File: src/rtl/grid_cursor_ar.sv
// Keypad-grid cursor: tracks (x,y) over a COLS x ROWS grid with one-hot
// button stepping, press-and-hold auto-repeat, wrap/saturate edges and a
// forbidden-cell mask that is skipped during motion and forces relocation.
//
// Ports:
//   clk, rst          clock, synchronous active-high reset
//   dir_up/down/
//   dir_left/right    debounced direction buttons
//   restriction       enables forbidden-mask enforcement
//   forbidden_mask    bit (y*COLS+x) = 1 marks that cell forbidden
//   pos_x, pos_y      registered cursor column / row
//   val               linear key code pos_y*COLS+pos_x
//   moved             one-cycle pulse after any position change
module grid_cursor_ar #(
    parameter int COLS         = 6,
    parameter int ROWS         = 4,
    parameter int WRAP         = 1,
    parameter int REPEAT_DELAY = 25_000_000,
    parameter int REPEAT_RATE  = 5_000_000
) (
    input  logic                          clk,
    input  logic                          rst,
    input  logic                          dir_up,
    input  logic                          dir_down,
    input  logic                          dir_left,
    input  logic                          dir_right,
    input  logic                          restriction,
    input  logic [COLS*ROWS-1:0]          forbidden_mask,
    output logic [$clog2(COLS)-1:0]       pos_x,
    output logic [$clog2(ROWS)-1:0]       pos_y,
    output logic [$clog2(COLS*ROWS)-1:0]  val,
    output logic                          moved
);

    localparam int XW   = $clog2(COLS);
    localparam int YW   = $clog2(ROWS);
    localparam int CW   = $clog2(COLS*ROWS);
    localparam int XMAX = COLS - 1;
    localparam int YMAX = ROWS - 1;
    localparam int MAXS = ((COLS > ROWS) ? COLS : ROWS) - 1;
    localparam int RMAX = (REPEAT_DELAY > REPEAT_RATE) ? REPEAT_DELAY
                                                       : REPEAT_RATE;
    localparam int NW   = $clog2(RMAX);

    typedef enum logic [1:0] {IDLE, HOLD, REPEAT} state_t;

    state_t          state_q, state_d;
    logic [3:0]      dir_q, dir_d;
    logic [NW-1:0]   cnt_q, cnt_d;
    logic [XW-1:0]   pos_x_q, pos_x_d;
    logic [YW-1:0]   pos_y_q, pos_y_d;
    logic            moved_q;

    logic [3:0]      btn;
    logic            req_ok;
    logic            horiz;
    logic            reloc;
    logic            do_step;

    logic [XW-1:0]   sx;
    logic [YW-1:0]   sy;
    logic            step_hit;
    logic            step_blk;
    logic [XW-1:0]   rx;
    logic [YW-1:0]   ry;

    function automatic logic [CW-1:0] cidx(
        input logic [XW-1:0] x,
        input logic [YW-1:0] y
    );
        return CW'(y) * CW'(COLS) + CW'(x);
    endfunction

    assign btn    = {dir_up, dir_down, dir_left, dir_right};
    assign req_ok = (btn != 4'b0) && ((btn & (btn - 4'd1)) == 4'b0);
    assign horiz  = dir_left | dir_right;
    assign reloc  = restriction && forbidden_mask[cidx(pos_x_q, pos_y_q)];

    // Walk from the current cell in the pressed direction until an
    // allowed cell turns up, the step budget runs out, or (saturating
    // mode) the edge stops the walk.
    always_comb begin : step_search
        sx       = pos_x_q;
        sy       = pos_y_q;
        step_hit = 1'b0;
        step_blk = 1'b0;
        for (int i = 0; i < MAXS; i++) begin
            if (!step_hit && !step_blk &&
                (horiz ? (i < XMAX) : (i < YMAX))) begin
                if (dir_up) begin
                    if (sy == '0) begin
                        if (WRAP != 0) sy = YW'(YMAX);
                        else           step_blk = 1'b1;
                    end else begin
                        sy = sy - YW'(1);
                    end
                end else if (dir_down) begin
                    if (sy == YW'(YMAX)) begin
                        if (WRAP != 0) sy = '0;
                        else           step_blk = 1'b1;
                    end else begin
                        sy = sy + YW'(1);
                    end
                end else if (dir_left) begin
                    if (sx == '0) begin
                        if (WRAP != 0) sx = XW'(XMAX);
                        else           step_blk = 1'b1;
                    end else begin
                        sx = sx - XW'(1);
                    end
                end else begin
                    if (sx == XW'(XMAX)) begin
                        if (WRAP != 0) sx = '0;
                        else           step_blk = 1'b1;
                    end else begin
                        sx = sx + XW'(1);
                    end
                end
                if (!step_blk &&
                    (!restriction || !forbidden_mask[cidx(sx, sy)]))
                    step_hit = 1'b1;
            end
        end
    end

    // Scan from the top index down so the last hit is the lowest
    // allowed cell; an all-forbidden mask leaves (0,0).
    always_comb begin : reloc_search
        rx = '0;
        ry = '0;
        for (int y = ROWS - 1; y >= 0; y--) begin
            for (int x = COLS - 1; x >= 0; x--) begin
                if (!forbidden_mask[cidx(XW'(x), YW'(y))]) begin
                    rx = XW'(x);
                    ry = YW'(y);
                end
            end
        end
    end

    // Relocation freezes the repeat FSM so buttons are ignored that cycle.
    always_comb begin : next_state
        state_d = state_q;
        dir_d   = dir_q;
        cnt_d   = cnt_q;
        do_step = 1'b0;
        if (!reloc) begin
            unique case (state_q)
                IDLE: begin
                    if (req_ok) begin
                        do_step = 1'b1;
                        dir_d   = btn;
                        cnt_d   = NW'(REPEAT_DELAY - 1);
                        state_d = HOLD;
                    end
                end
                HOLD, REPEAT: begin
                    if (btn != dir_q) begin
                        state_d = IDLE;
                    end else if (cnt_q == '0) begin
                        do_step = 1'b1;
                        cnt_d   = NW'(REPEAT_RATE - 1);
                        state_d = REPEAT;
                    end else begin
                        cnt_d = cnt_q - NW'(1);
                    end
                end
                default: state_d = IDLE;
            endcase
        end

        pos_x_d = pos_x_q;
        pos_y_d = pos_y_q;
        if (reloc) begin
            pos_x_d = rx;
            pos_y_d = ry;
        end else if (do_step && step_hit) begin
            pos_x_d = sx;
            pos_y_d = sy;
        end
    end

    always_ff @(posedge clk) begin
        if (rst) begin
            state_q <= IDLE;
            dir_q   <= '0;
            cnt_q   <= '0;
            pos_x_q <= '0;
            pos_y_q <= '0;
            moved_q <= 1'b0;
        end else begin
            state_q <= state_d;
            dir_q   <= dir_d;
            cnt_q   <= cnt_d;
            pos_x_q <= pos_x_d;
            pos_y_q <= pos_y_d;
            moved_q <= (pos_x_d != pos_x_q) || (pos_y_d != pos_y_q);
        end
    end

    assign pos_x = pos_x_q;
    assign pos_y = pos_y_q;
    assign val   = cidx(pos_x_q, pos_y_q);
    assign moved = moved_q;

endmodule

File: config.mk
export PLATFORM = sky130hd
export DESIGN_NAME = grid_cursor_ar
export DESIGN_NICKNAME = d
export VERILOG_FILES = /design/src/rtl/grid_cursor_ar.sv
export SDC_FILE = /design/constraint.sdc
export NUM_CORES = 1
export LEC_CHECK = 0
export ABC_AREA = 1
export CORE_ASPECT_RATIO = 0.8
export CORE_MARGIN = 3
export CORE_UTILIZATION = 60
export CTS_BUF_LIST = sky130_fd_sc_hd__clkbuf_4
export CTS_CLUSTER_SIZE = 28
export DETAILED_ROUTE_END_ITERATION = 16
export GPL_ROUTABILITY_DRIVEN = 0
export PLACE_DENSITY = 0.85
export SYNTH_ARGS = -nofsm -noshare
export SYNTH_HDL_FRONTEND = slang
export SYNTH_SLANG_ARGS = --single-unit
File: constraint.sdc
create_clock -name clk -period 11.8 [get_ports clk]
set_input_delay 2.36 -clock clk [delete_from_list [all_inputs] [get_ports clk]]
set_output_delay 2.36 -clock clk [all_outputs]
set_load 0.05 [all_outputs]
==> results.sh <==
export IMPL_grt_pass1_wl_um=28500
export IMPL_syn_num_nets=1034
export IMPL_synthTopCellsByArea="nand2_1 (14%), dfxtp_1 (13%), nand3_1 (12%), inv_1 (8.5%), o21ai_0 (8.4%)"
export IMPL_cpPeakStageDelay_ns=0.64
export IMPL_grtUsageMet1=0.521
export IMPL_synth_flop_cell="dfxtp_1"
export IMPL_path_clk_slew_ns=0.10
export IMPL_multi_input_area_um2=4170
export IMPL_cts_sinks=37
export IMPL_drc=0
export IMPL_grt_usage=0.332
export IMPL_num_fill_cells=846
export IMPL_grt_ovfl_total=0
export IMPL_r2r_cells=54
export IMPL_critical_path_class="in2reg"
export IMPL_worstHoldPathCells=2
export IMPL_slew_headroom=0.458
export IMPL_cp_start_kind="primary input"
export IMPL_critPathMaxFanout=8
export IMPL_drt_pre_antenna_iters=7
export IMPL_grt_use_met2=0.447
export IMPL_cts_root_buf="clkbuf_4"
export IMPL_hold_viol=0
export IMPL_synthDistinctLibCells=48
export IMPL_dieHeight_um=92.3
export IMPL_io_pins=42
export IMPL_antenna_found_initial=1
export IMPL_slew_viol_final=0
export IMPL_rrSetupSlack_ns=2.90
export IMPL_fin_crit_ns=10.85
export IMPL_io_buffers=41
export IMPL_synth_async_reset_ratio=0
export IMPL_syn_inst=963
export IMPL_dp_hpwl_um=14100
export IMPL_synth_edf_count=0
export IMPL_finalSetupTns_ns=0
export IMPL_cts_hold_buf=0
export IMPL_vias=6723
export IMPL_worst_pin_slew_ns=0.811
export IMPL_cts_tree="yes"
export IMPL_numCtsBuffers=5
export IMPL_hold_start="cnt_q[11]"
export IMPL_htreeDepth=2
export IMPL_fin_nets=1058
export IMPL_synth_top_area_share=0.140
export IMPL_route_detailed_wl_per_inst_um=16.0
export IMPL_outcome="finished, final reports clean"
export IMPL_viasPerCell=6.11
export IMPL_drive_above_1_share=0.0466
export IMPL_finClkSkew_ns=0.0151
export IMPL_end_kind="flop"
export IMPL_start_util=0.636
export IMPL_r2r_end="moved"
export IMPL_cpMaxStageDelayCell="fa_1"
export IMPL_hp_class="reg2reg"
export IMPL_drtIter0Drc=1046
export IMPL_area_growth_pct=8.33
export IMPL_synthesis_area_um2=5590
export IMPL_cts_resized=0
export IMPL_clk_latency_ns=0.36
export IMPL_min_to="cnt_q[11]"
export IMPL_drv_cap=0
export IMPL_cp_arrival_ns=11.09
export IMPL_r2r_start="pos_y[0]"
export IMPL_synth_avg_cell_area_um2=5.80
export IMPL_rsz0062_at_grt="false"
export IMPL_crit_start="dir_up"
export IMPL_postCtsSetupBuffers=0
export IMPL_clockBufferDepth=2
export IMPL_fin_area_um2=6050
export IMPL_fp_dieW_um=114
export IMPL_yosysWarnings=0
export IMPL_grt_pass1_vias=5707
export IMPL_synth_top_area_cell="nand2_1"
export IMPL_finalCritPeriodShare=0.919
export IMPL_crit_top_cell="nand2_1"
export IMPL_coreArea_um2=8780
export IMPL_grt_max_degree=29
export IMPL_seqCellArea_um2=741
export IMPL_routed_wl_um=17600
export IMPL_max_freq_ghz=0.0922
export IMPL_dieArea_um2=10500
export IMPL_placementRows=30
export IMPL_setup_violations_final=0
export IMPL_synth_seq_cells=37
export IMPL_grt_util_met3=0.0888
export IMPL_postPlaceCellArea_um2=6000
export IMPL_critPathRequiredTime_ns=12.04
export IMPL_busiest_layer="met1"
export IMPL_ys_seq_area_frac=0.133
export IMPL_ant_nets=0
==> through the flow <==
stage	util	setup slack, ns	hold slack (ns)	cells
3_5_place_dp	0.683	0.803	0.464	1092
2_1_floorplan	-	2.46	0.444	963
4_1_cts	0.689	1.16	0.482	1099
3_3_place_gp	0.683	0.913	0.464	1092
6_report	0.689	0.953	0.491	1100
5_1_grt	0.689	0.109	0.508	1100
==> synth_stat cells, types with 5 or more instances <==
master / number
nand3_1: 130
clkbuf_1: 10
fa_1: 6
inv_2: 5
nand3b_1: 6
nor2_1: 85
dfxtp_1: 37
nor3_1: 18
o211ai_1: 15
o21ai_0: 94
nand2_1: 209
nand4_1: 7
o21ai_1: 5
a31oi_1: 11
nand2_2: 6
nand3_2: 5
nand2_4: 6
ha_1: 34
a21oi_1: 58
buf_2: 7
inv_1: 127
xor2_1: 24
==> how the worst max path moves through the flow <==
stage | endpoint | slack (ns) | cells after the start
6_report | moved | 0.95 | 54
5_1_grt | moved | 0.11 | 54
4_1_cts | moved | 1.16 | 54
3_5_place_dp | moved | 0.80 | 54
3_3_place_gp | moved | 0.91 | 54
2_1_floorplan | moved | 2.46 | 54
==> layer usage <==
layer,wire length (um),vias up
met3,2420,47
met2,6810,426
met1,8060,2997
met5,0,-
li1,-,3253
met4,288,0
==> cell type report <==
| type | instances | area share |
|---|---|---|
| sequential | 37 | 0.122 |
| clock inverter | 1 | 0.000620 |
| inverter | 134 | 0.0835 |
| multi-input combinational | 763 | 0.688 |
| timing repair buffer | 46 | 0.0740 |
| clock buffer | 6 | 0.00744 |
| tap | 112 | 0.0232 |
| antenna | 1 | 0.000413 |
==> kinds of logic (layout without fill, tap and decap cells) <==
kind of cell | Yosys count | count (layout) | share of synthesized area
other | 0 | 1 | 0
AO/OA/AOI/OAI | 207 | 207 | 0.206
flip-flops | 37 | 37 | 0.133
adder cells (fa/ha/maj) | 40 | 40 | 0.0976
AND/OR/NAND/NOR | 488 | 488 | 0.397
XOR/XNOR | 28 | 28 | 0.0452
buffers and inverters | 163 | 187 | 0.122
==> worst max-delay path: cells and delay by family <==
| kind | cells | cell delay (ns) |
|---|---|---|
| buffers and inverters | 8 | 1.53 |
| AND/OR/NAND/NOR | 33 | 3.10 |
| AO/OA/AOI/OAI | 6 | 1.00 |
| adder cells (fa/ha/maj) | 6 | 2.78 |
| XOR/XNOR | 1 | 0.29 |
==> state kept, by name, indices dropped and copies added, names as in the netlist <==
signal and count:
cnt_q 25, dir_q 4, pos_x 3, pos_y 2, state_q 2, moved 1
==> layout by cell type, fill, tap and decap left out, types with 7 or more instances in the layout <==
cell type,synthesis,final
a21oi_1,58,58
nor2_1,85,85
dfxtp_1,37,37
nand4_1,7,7
clkdlybuf4s50_1,0,41
o211ai_1,15,15
ha_1,34,34
nor3_1,18,18
nand2_1,209,209
inv_1,127,127
a31oi_1,11,11
xor2_1,24,24
o21ai_0,94,94
nand3_1,130,130
Power is left out: the tool's default activity adds up to more than one toggle a clock period on the data nets, which glitch-free logic cannot reach.
